$ cat config.mk
export PLATFORM = sky130hd
export DESIGN_NAME = fpu_addsub_param
export DESIGN_NICKNAME = d
export VERILOG_FILES = /design/src/rtl/fpu_addsub_param.sv
export SDC_FILE = /design/constraint.sdc
export NUM_CORES = 1
export LEC_CHECK = 0
export CORE_MARGIN = 4
export CORE_UTILIZATION = 50
export DETAILED_ROUTE_END_ITERATION = 6
export GPL_TIMING_DRIVEN = 0
export PLACE_DENSITY = 0.67
export RECOVER_POWER = 50
export SYNTH_ARGS = -nofsm -noshare
export SYNTH_HDL_FRONTEND = slang
export SYNTH_SLANG_ARGS = --single-unit
export TNS_END_PERCENT = 10
$ cat constraint.sdc
create_clock -name clock100KHz -period 4.55 [get_ports clock100KHz]
set_clock_uncertainty 0.05 [all_clocks]
set_input_delay 0.6825 -clock clock100KHz [delete_from_list [all_inputs] [get_ports clock100KHz]]
set_output_delay 0.6825 -clock clock100KHz [all_outputs]
set_load 0.1 [all_outputs]
$ cat src/rtl/fpu_addsub_param.sv
// Multi-cycle floating-point adder/subtractor for the {sign, exp, man} format.
// The operation runs as a sequence of states. Alignment and normalisation move
// one bit per cycle. Results use truncation rounding and a one-hot status code.
module fpu_addsub_param #(
    parameter int unsigned EXP_W = 6,
    parameter int unsigned MAN_W = 25
) (
    input  logic                     clock100KHz,
    input  logic                     reset,
    input  logic                     in_valid,
    output logic                     in_ready,
    input  logic [EXP_W+MAN_W:0]     op_A_in,
    input  logic [EXP_W+MAN_W:0]     op_B_in,
    input  logic                     op_mode_in,
    output logic                     out_valid,
    input  logic                     out_ready,
    output logic [EXP_W+MAN_W:0]     data_out,
    output logic [3:0]               status_out
);

    localparam int unsigned W  = 1 + EXP_W + MAN_W;
    localparam int unsigned MW = MAN_W + 2;   // carry + hidden + stored
    localparam int unsigned EW = EXP_W + 2;   // signed exponent, no wrap

    localparam logic signed [EW-1:0] EXP_MAX = EW'((1 << EXP_W) - 1);
    localparam logic signed [EW-1:0] D_FLUSH = EW'(MAN_W + 1);
    localparam logic signed [EW-1:0] ONE     = EW'(1);

    localparam logic [3:0] ST_EXACT     = 4'b0001;
    localparam logic [3:0] ST_OVERFLOW  = 4'b0010;
    localparam logic [3:0] ST_UNDERFLOW = 4'b0100;
    localparam logic [3:0] ST_INEXACT   = 4'b1000;

    typedef enum logic [2:0] {
        IDLE,
        UNPACK,
        ALIGN,
        ADD,
        NORM,
        PACK,
        DONE
    } state_t;

    state_t state, state_next;

    logic [W-1:0]          a_q, b_q;
    logic                  sx, sy, sticky;
    logic signed [EW-1:0]  ex, d;
    logic [MW-1:0]         mx, my;

    logic [EXP_W-1:0]      a_exp, b_exp;
    logic signed [EW-1:0]  ea, eb;
    logic [MW-1:0]         ma, mb;
    logic                  a_ge_b;

    // Unpack captured operands: zero detect, hidden bit, magnitude compare
    always_comb begin
        a_exp  = a_q[W-2 -: EXP_W];
        b_exp  = b_q[W-2 -: EXP_W];
        ea     = EW'(a_exp);
        eb     = EW'(b_exp);
        ma     = (a_exp != '0) ? {2'b01, a_q[MAN_W-1:0]} : '0;
        mb     = (b_exp != '0) ? {2'b01, b_q[MAN_W-1:0]} : '0;
        a_ge_b = (ea > eb) || ((ea == eb) && (ma >= mb));
    end

    // State register
    always_ff @(posedge clock100KHz) begin
        if (reset) begin
            state <= IDLE;
        end else begin
            state <= state_next;
        end
    end

    // Next-state logic
    always_comb begin
        state_next = state;
        case (state)
            IDLE: begin
                if (in_valid && in_ready) begin
                    state_next = UNPACK;
                end
            end
            UNPACK: begin
                state_next = (ea == eb) ? ADD : ALIGN;
            end
            ALIGN: begin
                if ((d > D_FLUSH) || (d == ONE)) begin
                    state_next = ADD;
                end
            end
            ADD: begin
                state_next = NORM;
            end
            NORM: begin
                // Leave once there is no carry and the value is zero or normalised
                if (!mx[MW-1] && ((mx == '0) || mx[MAN_W])) begin
                    state_next = PACK;
                end
            end
            PACK: begin
                state_next = DONE;
            end
            DONE: begin
                if (out_ready) begin
                    state_next = IDLE;
                end
            end
            default: begin
                state_next = IDLE;
            end
        endcase
    end

    // Datapath and registered outputs
    always_ff @(posedge clock100KHz) begin
        if (reset) begin
            a_q        <= '0;
            b_q        <= '0;
            sx         <= 1'b0;
            sy         <= 1'b0;
            sticky     <= 1'b0;
            ex         <= '0;
            d          <= '0;
            mx         <= '0;
            my         <= '0;
            in_ready   <= 1'b0;
            out_valid  <= 1'b0;
            data_out   <= '0;
            status_out <= '0;
        end else begin
            in_ready <= (state_next == IDLE);
            case (state)
                IDLE: begin
                    if (in_valid && in_ready) begin
                        a_q <= op_A_in;
                        b_q <= {op_B_in[W-1] ^ op_mode_in, op_B_in[W-2:0]};
                    end
                end
                UNPACK: begin
                    sticky <= 1'b0;
                    if (a_ge_b) begin
                        sx <= a_q[W-1];
                        ex <= ea;
                        mx <= ma;
                        sy <= b_q[W-1];
                        my <= mb;
                        d  <= ea - eb;
                    end else begin
                        sx <= b_q[W-1];
                        ex <= eb;
                        mx <= mb;
                        sy <= a_q[W-1];
                        my <= ma;
                        d  <= eb - ea;
                    end
                end
                ALIGN: begin
                    if (d > D_FLUSH) begin
                        sticky <= sticky | (|my);
                        my     <= '0;
                        d      <= '0;
                    end else begin
                        sticky <= sticky | my[0];
                        my     <= my >> 1;
                        d      <= d - ONE;
                    end
                end
                ADD: begin
                    mx <= (sx ^ sy) ? (mx - my) : (mx + my);
                end
                NORM: begin
                    if (mx[MW-1]) begin
                        sticky <= sticky | mx[0];
                        mx     <= mx >> 1;
                        ex     <= ex + ONE;
                    end else if ((mx != '0) && !mx[MAN_W]) begin
                        mx <= mx << 1;
                        ex <= ex - ONE;
                    end
                end
                PACK: begin
                    out_valid <= 1'b1;
                    if (ex > EXP_MAX) begin
                        data_out   <= {sx, {EXP_W{1'b1}}, {MAN_W{1'b1}}};
                        status_out <= ST_OVERFLOW;
                    end else if ((mx != '0) && (ex < ONE)) begin
                        data_out   <= '0;
                        status_out <= ST_UNDERFLOW;
                    end else if (mx == '0) begin
                        data_out   <= '0;
                        status_out <= sticky ? ST_INEXACT : ST_EXACT;
                    end else begin
                        data_out   <= {sx, ex[EXP_W-1:0], mx[MAN_W-1:0]};
                        status_out <= sticky ? ST_INEXACT : ST_EXACT;
                    end
                end
                DONE: begin
                    if (out_ready) begin
                        out_valid  <= 1'b0;
                        status_out <= '0;
                    end
                end
                default: begin
                end
            endcase
        end
    end

endmodule
==> results.toml <==
[die]
num_rows = 55
start_util_pct = 50.8
die_area_mm2 = 0.0255
core_mm2 = 0.0226
die_x_um = 160
die_y_um = 160
io_pins = 107

[worst_setup_path]
critPathBufInv = 1
r2r_start = "my[6]"
max_stage_delay_ns = 0.60
cp_top_family = "simple AND/OR/NAND/NOR gates"
crit_type = "reg2reg"
critPathLaunch = "my[6]"
slowest_stage = "or4_4"
cp.required_ns = 4.82
worstReg2RegEnd = "mx[25]"
rrSetupSlack_ns = 0.13
critPathArrivalTime_ns = 4.69
start_kind = "flip-flop"
cp_cell_sequence = "or4_4 -> nor4_4 -> nand3b_2 -> or3_2 -> o31ai_2 -> nand2_1 -> xnor2_1 -> ha_1 -> clkbuf_1 -> nor2b_1 -> o21a_1 -> a311oi_1 -> or2_2 -> o31ai_1 -> nand3b_1"
crit_fanout = 9
r2r_cells = 15
endpoint_kind = "flip-flop"

[route]
viasPerCell = 5.99
wl_per_cell_um = 19.8
vias = 11900
drc = 0
ant_nets = 0
first_pass_iters = 6
drtIter0Drc = 1071
finalWirelength_mm = 39.4

[logic_synthesis]
syn_inst = 1572
synth_nets = 1714
synth_warnings = 0
avgSynthCellArea_um2 = 7.31
synth_seq_area_share_pct = 30.8
synth-seq-cells = 177
synthDistinctLibCells = 69
synthFlopType = "dfxtp_1"
synth.cell_area_mm2 = 0.0115
synth-edff-count = 0
async_flop_share_pct = 0

[power]
leakage_nw = 5.33
p_comb_share_pct = 69.2
internal-power_mw = 5.71
power_density_mw_per_mm2 = 917
p_sw_share_pct = 54.1
p_total_mw = 12.4
p_seq_share_pct = 19.3
switchingPower_mw = 6.74
vdd_drop_max_mv = 0.700
clkPwrFrac_pct = 11.5

[cells_and_area]
fin_area_mm2 = 0.0136
syn_to_final_growth_pct = 18.0
insertedDiodeCount = 0
final_cells = 1993
drive_gt1_share_pct = 4.86
finalNetCount = 1837
postLayoutCoreUtil_pct = 59.9

[global_routing]
gr-usage-all-layers_pct = 30.0
grt-ovfl-total = 0
grt_max_degree = 17
first_global_vias = 11100
grt_pass1_wl_mm = 61.4
grt_antenna_before_repair = 0

[sta]
min_period_ns = 4.42
maxSlewViolCount = 0
relSlewSlack_pct = 34.3
setup_viol = 0
timing.fmax_ghz = 0.226
tns_ns = 0
worstMarginPinSlew_ns = 0.982
final.period_utilization_pct = 97.1
rsz0062_at_grt = "yes"
hold_violations = 0

[clock_network]
path_clk_slew_ns = 0.07
cts_made_buffers = 17
clock-sinks = 177
htreeDepth = 4
cts_buffer_depth = 2
insertion_delay_ns = 0.44
root_buffer = "clkbuf_16"
post_cts_buffers = 0
cts_tree = "built"

[placement]
port_buffers = 106
hpwl_mm = 30.8
placedCellCount = 1963
place_area_mm2 = 0.0129
place_congestion = 0.977

[min_path]
hold_end = "a_q[19]"
hold_depth = 2
min_path_type = "reg2reg"
holdCritStartpoint = "a_q[19]"

[job]
cap_violations = 0

[status]
outcome = "finished clean"
power groups by stage:
stage / logic [mW] / clock network, mW / registers (mW)
floorplan: 5.95 / 0 / 2.28
global placement: 8.08 / 0 / 2.40
detailed placement: 8.17 / 0 / 2.41
CTS: 8.28 / 1.44 / 2.37
global route: 9.37 / 1.51 / 2.45
finish: 8.61 / 1.43 / 2.40
Yosys cell counts, drive strengths merged, types with 4 or more instances:
library cell | n | share of area (%)
a211oi | 24 | 1.6
a21o | 28 | 1.8
a21oi | 170 | 7.4
a221oi | 39 | 3.0
a22oi | 7 | 0.46
a311oi | 4 | 0.30
a31oi | 6 | 0.33
and2 | 6 | 0.33
and3 | 6 | 0.33
buf | 17 | 0.61
clkbuf | 96 | 3.1
dfxtp | 177 | 31
ha | 70 | 7.6
inv | 58 | 1.9
mux2 | 4 | 0.39
mux2i | 36 | 3.1
nand2 | 259 | 8.5
nand2b | 15 | 0.82
nand3 | 45 | 2.0
nand4 | 10 | 0.54
nor2 | 140 | 4.6
nor2b | 15 | 0.82
nor3 | 85 | 3.7
nor4 | 12 | 0.91
o211ai | 6 | 0.39
o21a | 6 | 0.39
o21ai | 101 | 4.4
o22ai | 7 | 0.38
o31a | 4 | 0.30
o31ai | 6 | 0.44
or2 | 7 | 0.38
or3 | 9 | 0.50
xnor2 | 36 | 2.8
xor2 | 17 | 1.3
metal layers:
| layer | vias up | GRT usage [%] | wire length, um |
|---|---|---|---|
| met2 | 479 | 49.8 | 18200 |
| met5 | - | 0 | 0 |
| met3 | 67 | 3.20 | 2730 |
| met4 | 0 | 10.7 | 1190 |
| met1 | 5581 | 40.6 | 17300 |
| li1 | 5807 | - | - |
sequential cells by signal, summed over array words and instances (netlist names):
name and flops:
sticky 1, sy 1, mx 27, sx 1
data_out 32, state 3, my 26, ex 8
d 8, a_q 32, in_ready 1, b_q 32
out_valid 1, status_out 4
what timing repair did:
action                                  in CTS  in global routing
endpoints found under the setup margin      64                 57
hold buffers                                 0                  0
resized for setup                           12                 44
pin swaps                                    0                  6
cells in the final DEF (no fill, tap or decap), types with 45 or more instances in the layout:
cell type / netlist / final
clkbuf_1: 96 / 90
nor3_1: 85 / 84
inv_1: 58 / 58
nor2_1: 139 / 139
clkdlybuf4s50_1: 0 / 84
ha_1: 70 / 69
nand2_1: 259 / 259
dfxtp_1: 177 / 177
o21ai_0: 100 / 82
nand3_1: 45 / 45
a21oi_1: 170 / 170
stage by stage:
stage	setup slack [ns]	hold WS, ns
floorplan	0.794	0.387
global placement	-0.700	0.397
detailed placement	-0.651	0.401
CTS	0.0113	0.411
global route	-0.0696	0.431
finish	0.133	0.408
worst max-delay path by stage:
stage                  end  slack, ns  cells after the start
detailed placement  mx[11]      -0.65                     16
finish              mx[25]       0.13                     15
global placement    mx[11]      -0.70                     16
CTS                 mx[11]       0.01                     16
global route        mx[23]      -0.07                     15
floorplan           mx[24]       0.79                     17
tightest hold or removal path: stages, from the launching register on:
cell     delay, ns
dfxtp_1       0.31
nand2_1       0.05
a21oi_1       0.05
cells by family after synthesis:
family	share of synthesized area, %
compound gates	23.6
xor+xnor	4.10
simple gates	24.2
flops	30.8
buf+inv	5.64
mux	3.53
fa+ha+maj	8.14
final cells by class:
cell class	count	area, um2
sequential	177	3540
fill	2194	9070
multi-input combinational	1224	7410
clock inverter	12	100
inverter	58	218
clock buffer	20	447
tap	285	357
buffer	111	434
timing repair buffer	106	1060
Note: power is estimated with default switching activity, not from simulation.
